File: config.mk
export PLATFORM = sky130hd
export DESIGN_NAME = tri_bus_arbiter
export DESIGN_NICKNAME = d
export VERILOG_FILES = /design/src/rtl/tri_bus_pkg.sv /design/src/rtl/tri_bus_arbiter_rr_pick.sv /design/src/rtl/tri_bus_arbiter.sv
export SDC_FILE = /design/constraint.sdc
export NUM_CORES = 1
export LEC_CHECK = 0
export BUFFER_PORTS_ARGS = -buffer_cell sky130_fd_sc_hd__buf_2
export CAP_MARGIN = 20
export CORE_MARGIN = 10
export CORE_UTILIZATION = 41
export CTS_CLUSTER_SIZE = 8
export DETAILED_ROUTE_END_ITERATION = 16
export PLACE_DENSITY = 0.66
export SETUP_SLACK_MARGIN = 0.2
export SLEW_MARGIN = 40
export SYNTH_ARGS = -nofsm -noshare
export SYNTH_HDL_FRONTEND = slang
export SYNTH_HIERARCHICAL = 1
export SYNTH_SLANG_ARGS = --single-unit
File: constraint.sdc
create_clock -name clk -period 3.6 [get_ports clk]
set_input_delay 0.72 -clock clk [delete_from_list [all_inputs] [get_ports clk]]
set_output_delay 0.72 -clock clk [all_outputs]
set_load 0.03 [all_outputs]
File: src/rtl/tri_bus_pkg.sv
// Shared types and constants for the tri-state bus arbiter.
// Holds the FSM state encoding, counter widths and the owner-index width helper.
package tri_bus_pkg;

    // Arbiter FSM states: no owner, one owner driving, or all-off turnaround.
    typedef enum logic [1:0] {
        ST_IDLE = 2'd0,
        ST_OWN  = 2'd1,
        ST_TURN = 2'd2
    } tri_bus_state_e;

    // Turnaround counter holds 1..15, hold counter holds 1..255.
    localparam int TURN_W = 4;
    localparam int HOLD_W = 8;

    // Width of an index into N requesters; never narrower than one bit.
    function automatic int owner_width(input int n);
        return (n > 1) ? $clog2(n) : 1;
    endfunction

endpackage

File: src/rtl/tri_bus_arbiter_rr_pick.sv
// Combinational round-robin selector.
// Scans the eligible vector starting at the pointer position and wrapping
// around; the first set bit found wins. Produces the one-hot winner, its
// index and a flag saying whether anything was eligible at all.
module rr_pick
    import tri_bus_pkg::*;
#(
    parameter int N = 4,
    localparam int OW = owner_width(N)
) (
    input  logic [N-1:0]  req_i,
    input  logic [OW-1:0] ptr_i,
    output logic [N-1:0]  grant_o,
    output logic [OW-1:0] idx_o,
    output logic          any_o
);

    logic [OW-1:0] pos;
    logic          found;

    // Walk the requesters in priority order ptr, ptr+1, ... wrapping at N.
    always_comb begin
        grant_o = '0;
        idx_o   = '0;
        found   = 1'b0;
        pos     = '0;
        for (int i = 0; i < N; i++) begin
            pos = OW'((int'(ptr_i) + i) % N);
            if (!found && req_i[pos]) begin
                found        = 1'b1;
                grant_o[pos] = 1'b1;
                idx_o        = pos;
            end
        end
        any_o = found;
    end

endmodule

File: src/rtl/tri_bus_arbiter.sv
// Round-robin owner of the output enables of N tri-state buffers on one wire.
//
// At most one enable is ever high. Between two owners the arbiter always
// passes through TURN consecutive all-off cycles, so two buffers can never
// fight over the wire. An owner keeps the bus while its request stays high,
// up to MAX_HOLD cycles (0 = no limit); an owner cut off by the hold limit
// gets a one-cycle timeout pulse and is masked until it drops its request.
//
// Every output comes straight from a flop, so en has no combinational path
// from req, and the asynchronous reset clears the enables without a clock.
//
// Request handshake: a requester raises req and holds it for as long as it
// wants the bus; the grant is seen as its en bit going high one edge later;
// it gives the bus back by lowering req, which is acted on at the next edge.
module tri_bus_arbiter
    import tri_bus_pkg::*;
#(
    parameter int N        = 4,   // requesters, 2..16
    parameter int TURN     = 1,   // turnaround cycles, 1..15
    parameter int MAX_HOLD = 16,  // hold limit in cycles, 0..255, 0 = unlimited
    localparam int OW      = owner_width(N)
) (
    input  logic           clk,
    input  logic           rst_n,
    input  logic [N-1:0]   req,
    output logic [N-1:0]   en,
    output logic [OW-1:0]  owner,
    output logic           bus_busy,
    output logic           timeout,
    output tri_bus_state_e dbg_state
);

    localparam logic              HOLD_EN   = (MAX_HOLD != 0);
    localparam logic [TURN_W-1:0] TURN_LAST = TURN_W'(TURN);
    localparam logic [HOLD_W-1:0] HOLD_LAST = HOLD_W'(MAX_HOLD);
    localparam logic [OW-1:0]     LAST_IDX  = OW'(N - 1);

    tri_bus_state_e    state_q, state_d;
    logic [N-1:0]      en_q, en_d;
    logic [N-1:0]      mask_q, mask_d;
    logic [OW-1:0]     owner_q, owner_d;
    logic [OW-1:0]     ptr_q, ptr_d;
    logic [TURN_W-1:0] turn_q, turn_d;
    logic [HOLD_W-1:0] hold_q, hold_d;
    logic              busy_q, busy_d;
    logic              timeout_q, timeout_d;

    logic [N-1:0]      elig;
    logic [N-1:0]      win_grant;
    logic [OW-1:0]     win_idx;
    logic              win_any;
    logic [OW-1:0]     ptr_after_owner;
    logic              owner_req;
    logic              hold_expired;

    // A requester cut off by the hold limit stays out of arbitration until
    // it has been seen with req low at least once.
    assign elig = req & ~mask_q;

    // Next arbitration starts just past the owner that is leaving.
    assign ptr_after_owner = (owner_q == LAST_IDX) ? '0 : owner_q + 1'b1;

    assign owner_req    = req[owner_q];
    assign hold_expired = HOLD_EN && (hold_q == HOLD_LAST);

    rr_pick #(
        .N (N)
    ) u_rr_pick (
        .req_i   (elig),
        .ptr_i   (ptr_q),
        .grant_o (win_grant),
        .idx_o   (win_idx),
        .any_o   (win_any)
    );

    // State and datapath registers; reset drops every enable immediately.
    always_ff @(posedge clk or negedge rst_n) begin
        if (!rst_n) begin
            state_q   <= ST_IDLE;
            en_q      <= '0;
            mask_q    <= '0;
            owner_q   <= '0;
            ptr_q     <= '0;
            turn_q    <= '0;
            hold_q    <= '0;
            busy_q    <= 1'b0;
            timeout_q <= 1'b0;
        end else begin
            state_q   <= state_d;
            en_q      <= en_d;
            mask_q    <= mask_d;
            owner_q   <= owner_d;
            ptr_q     <= ptr_d;
            turn_q    <= turn_d;
            hold_q    <= hold_d;
            busy_q    <= busy_d;
            timeout_q <= timeout_d;
        end
    end

    // Next-state and next-register logic for grant, hold, release and turnaround.
    always_comb begin
        state_d   = state_q;
        en_d      = en_q;
        owner_d   = owner_q;
        ptr_d     = ptr_q;
        turn_d    = turn_q;
        hold_d    = hold_q;
        busy_d    = busy_q;
        timeout_d = 1'b0;
        // Seeing req low once clears a requester's timeout mask.
        mask_d    = mask_q & req;

        unique case (state_q)
            ST_IDLE: begin
                if (win_any) begin
                    state_d = ST_OWN;
                    en_d    = win_grant;
                    owner_d = win_idx;
                    busy_d  = 1'b1;
                    hold_d  = HOLD_W'(1);
                end
            end

            ST_OWN: begin
                if (!owner_req || hold_expired) begin
                    // Owner leaves: either it let go, or the hold limit ran out.
                    // Letting go on the limiting edge counts as a plain release.
                    state_d = ST_TURN;
                    en_d    = '0;
                    busy_d  = 1'b0;
                    ptr_d   = ptr_after_owner;
                    turn_d  = TURN_W'(1);
                    hold_d  = '0;
                    if (owner_req) begin
                        timeout_d       = 1'b1;
                        mask_d[owner_q] = 1'b1;
                    end
                end else if (HOLD_EN) begin
                    hold_d = hold_q + HOLD_W'(1);
                end
            end

            ST_TURN: begin
                if (turn_q == TURN_LAST) begin
                    // Last all-off cycle ends here: hand over directly or go idle.
                    turn_d = '0;
                    if (win_any) begin
                        state_d = ST_OWN;
                        en_d    = win_grant;
                        owner_d = win_idx;
                        busy_d  = 1'b1;
                        hold_d  = HOLD_W'(1);
                    end else begin
                        state_d = ST_IDLE;
                    end
                end else begin
                    turn_d = turn_q + TURN_W'(1);
                end
            end

            default: begin
                state_d = ST_IDLE;
                en_d    = '0;
                busy_d  = 1'b0;
            end
        endcase
    end

    // Outputs are taken directly from registers.
    always_comb begin
        en        = en_q;
        owner     = owner_q;
        bus_busy  = busy_q;
        timeout   = timeout_q;
        dbg_state = state_q;
    end

`ifndef SYNTHESIS
    // Two buffers must never be enabled together.
    a_enable_onehot0 : assert property (@(posedge clk) disable iff (!rst_n)
        $countones(en_q) <= 1)
        else $error("tri_bus_arbiter: more than one enable high: %b", en_q);
`endif

endmodule

==> impl_results.md <==
- Outcome: finished clean
- Die area: approximately 7800 um2
- CP required: 3.80 ns
- Post-CTS setup buffer count: 0
- Remaining DRCs: 0
- Post-synth EDFFs: 0
- Synthesis-to-finish area growth: 8.84%
- Reg clk slew, reported paths: 0.10 ns
- Placer congestion estimate: 0.837
- CTS tree: yes
- Clock latency at the later pin of the worst-skew pair: around 0.28 ns
- Row count: 24
- CTS Buf Count: 3
- Gr usage total: 0.106
- Final Cell Area: roughly 2100 um2
- Average size of a mapped cell: 10.2 um2
- Startpoint Class: flop
- Syn Inst Count: 188
- Post-synthesis compound-gate area fraction: 0.209
- Adder-Cell Fraction of Synth Area: 0.0845
- Largest net degree at the start of global routing: 29
- Initial Utilization: 0.433
- PortBufs: 15
- Synthesized net count: 207
- Sum Neg Setup Slack: 0 ns
- Tightest Hold Check Type: input port to asynchronous set/reset pin
- Clock Sink Count: 28
- Mux cell area share after synthesis: 0.106
- Vias: 1487
- Clock buffer depth: 2
- Chip Width: 88.5 um
- Root Driver: clkbuf_8
- Die Y: 88.5 um
- Placed cell areas: 2020 um2
- IO Count: 16
- Synth warn: 6
- Crit Path Category: flop to flop
- Final Hold Fails: 0
- Leakage: 0.934 nW
- Part of the cycle the worst path needs: 0.738
- Mapped Area: 1920 um2
- Post-synthesis sequential area ratio: 0.364
- Cell Chain, Critical Path: inv_1, ha_1, mux4_2, nor3_1, nand2b_1, nor2_1, a21o_1, nand2_1, o211ai_1
- Pwr dens: 823 nW/um2
- First-pass GRT wire length: 6.75 mm
- Hold Slack: 0.445 ns
- DRT Pass-1 Iters: 4
- Layout cells sized above 1: 0.163
- Tightest Pin Transition: around 0.76 ns
- Post-Synth Simple-Gate Area: 0.179
- Slowest-stage cell, CP: dfrtp_1
- Asr flop ratio synth: 1.00
- Vias/cell: 5.85
- Number of global-route vias before repair: ~1.4k
- Post-CTS Hold Buffers: 0
- Global route total overflow: 0
- Resized Gates After CTS: 0
- Antenna-violating nets left: 0
- Clock skew: 0.00588 ns
- Final Critical Period: 2.66 ns
- Core Area: 4440 um2
- Max-Cap Viols: 0
- # diodes: 0
- Distinct cells, synth: 53
- # setup viols final: 0
- RSZ-0062 raised after global routing: false
- Max VDD drop: roughly 0.29 mV
- DP Wirelength: a little under 3 mm
- DRT Wirelength: between 3 and 4 mm
- Max-Slew Margin vs Limit: 0.485
- Post-layout net count: between 200 and 250
- Ys flop type: dfrtp_1
- Routed wire per std cell: 15.6 um
- Max Freq: 376 MHz
- Antenna violations before repair: 0
- Yosys reg bits: 28
- Synth Area in XOR/XNOR: 0.00455
- Max Slew Vio Count: 0
- Crit path max fanout: 10
- 1st-iter DRT viols: 100
- # H-tree levels: 1
- CP endpoint kind: flop
- Crit path DAT: 2.86 ns
- Largest family of logic cells by synthesized area: compound AO/OA/AOI/OAI gates
- Slowest stage delay, CP: 0.53 ns
[routing by layer]
metal	share of wire	global-route usage
met1	0.49	0.139
met5	0	0
met3	0.055	0.0267
met2	0.44	0.170
met4	0.011	0.0308
[logic make-up (layout without fill, tap and decap cells)]
family / after synthesis / in the layout
mux: 14 / 14
compound gates: 55 / 55
simple gates: 57 / 57
flops: 28 / 28
fa+ha+maj: 13 / 13
xor+xnor: 1 / 1
buf+inv: 20 / 34
[cell usage after synthesis (2+ instances only)]
cell type | n | share of area
nand3b_1 | 3 | 0.012
clkbuf_1 | 2 | 0.0039
a32oi_1 | 5 | 0.023
nor2_1 | 8 | 0.016
o21ai_1 | 2 | 0.0052
and3_1 | 3 | 0.0098
dfrtp_1 | 28 | 0.36
ha_1 | 13 | 0.085
mux4_1 | 2 | 0.027
nor3_1 | 2 | 0.0052
buf_6 | 3 | 0.018
nand2_1 | 9 | 0.018
nand2b_1 | 4 | 0.013
mux2i_1 | 5 | 0.026
o31ai_1 | 2 | 0.0078
a22o_1 | 4 | 0.018
and2b_1 | 2 | 0.0078
a22oi_1 | 8 | 0.031
nand3_1 | 10 | 0.026
nor2b_1 | 6 | 0.020
a31oi_1 | 6 | 0.020
mux2_1 | 2 | 0.012
inv_1 | 14 | 0.027
o21ai_0 | 11 | 0.029
mux2_2 | 3 | 0.018
o211ai_1 | 3 | 0.012
mux4_2 | 2 | 0.023
[path summary, 6_finish.rpt]
check                                          start               endpoint  slack, ns  depth (start not counted)
worst max-delay path            ptr_q[1]$_DFFE_PN0P_  hold_q[3]$_DFFE_PN0P_       0.94                          9
worst min-delay path                           rst_n      timeout$_DFF_PN0_       0.45                          1
worst max register to register  ptr_q[1]$_DFFE_PN0P_  hold_q[3]$_DFFE_PN0P_       0.94                          9
worst min register to register   mask_q[3]$_DFF_PN0_    mask_q[3]$_DFF_PN0_       0.52                          1
max in group asynchronous                      rst_n  hold_q[2]$_DFFE_PN0P_       2.75                          1
min in group clk                 mask_q[3]$_DFF_PN0_    mask_q[3]$_DFF_PN0_       0.52                          1
[worst max-delay path: cells and delay by family (launching register included)]
family | cells | cell delay [ns]
and+or+nand+nor | 4 | 0.82
muxes | 1 | 0.44
AOI/OAI and AO/OA | 2 | 0.27
adders and majority gates | 1 | 0.37
buffers and inverters | 1 | 0.14
DFF | 1 | 0.53
[state kept, by name, indices dropped and copies added (netlist names)]
signal / flops
hold_q: 8
en: 4
ptr_q: 2
mask_q: 4
bus_busy: 1
owner: 2
dbg_state: 2
timeout: 1
turn_q: 4
[report_power, final]
| group | internal (mW) | switching, mW |
|---|---|---|
| clock | 0.149 | 0.103 |
| sequential | 0.392 | 0.110 |
| combinational | 0.411 | 0.558 |
| total | 0.951 | 0.772 |
[stage by stage]
| stage | std cells | power (mW) | util | setup slack (ns) |
|---|---|---|---|---|
| 2_1_floorplan | 188 | 1.30 | - | 1.14 |
| 3_3_place_gp | 250 | 1.47 | 0.455 | 0.834 |
| 3_5_place_dp | 250 | 1.47 | 0.455 | 0.781 |
| 4_1_cts | 254 | 1.73 | 0.471 | 0.945 |
| 5_1_grt | 254 | 1.87 | 0.471 | 0.712 |
| 6_report | 254 | 1.72 | 0.471 | 0.942 |
[cell usage in the layout (no fill, tap or decap), types with 3 or more instances in the layout]
cell type and n:
clkbuf_8 3, and3_1 3, a32oi_1 5, buf_2 15, a31oi_1 6, a22oi_1 8
inv_1 14, dfrtp_1 28, nand3b_1 3, nor2_1 8, mux2i_1 5, nor2b_1 6
mux2_2 3, a22o_1 4, nand2_1 9, nand3_1 10, nand2b_1 4, o21ai_0 11
o211ai_1 3, ha_1 13
[area by class of cell]
class                      count  area [um2]
clock inverter                 1        30.0
sequential                    28         701
clock buffer                   3        41.3
fill                         416        2350
inverter                      14        52.6
tap                           52        65.1
multi-input combinational    140        1120
timing repair buffer          16        82.6
(Power assumes the default switching activity.)
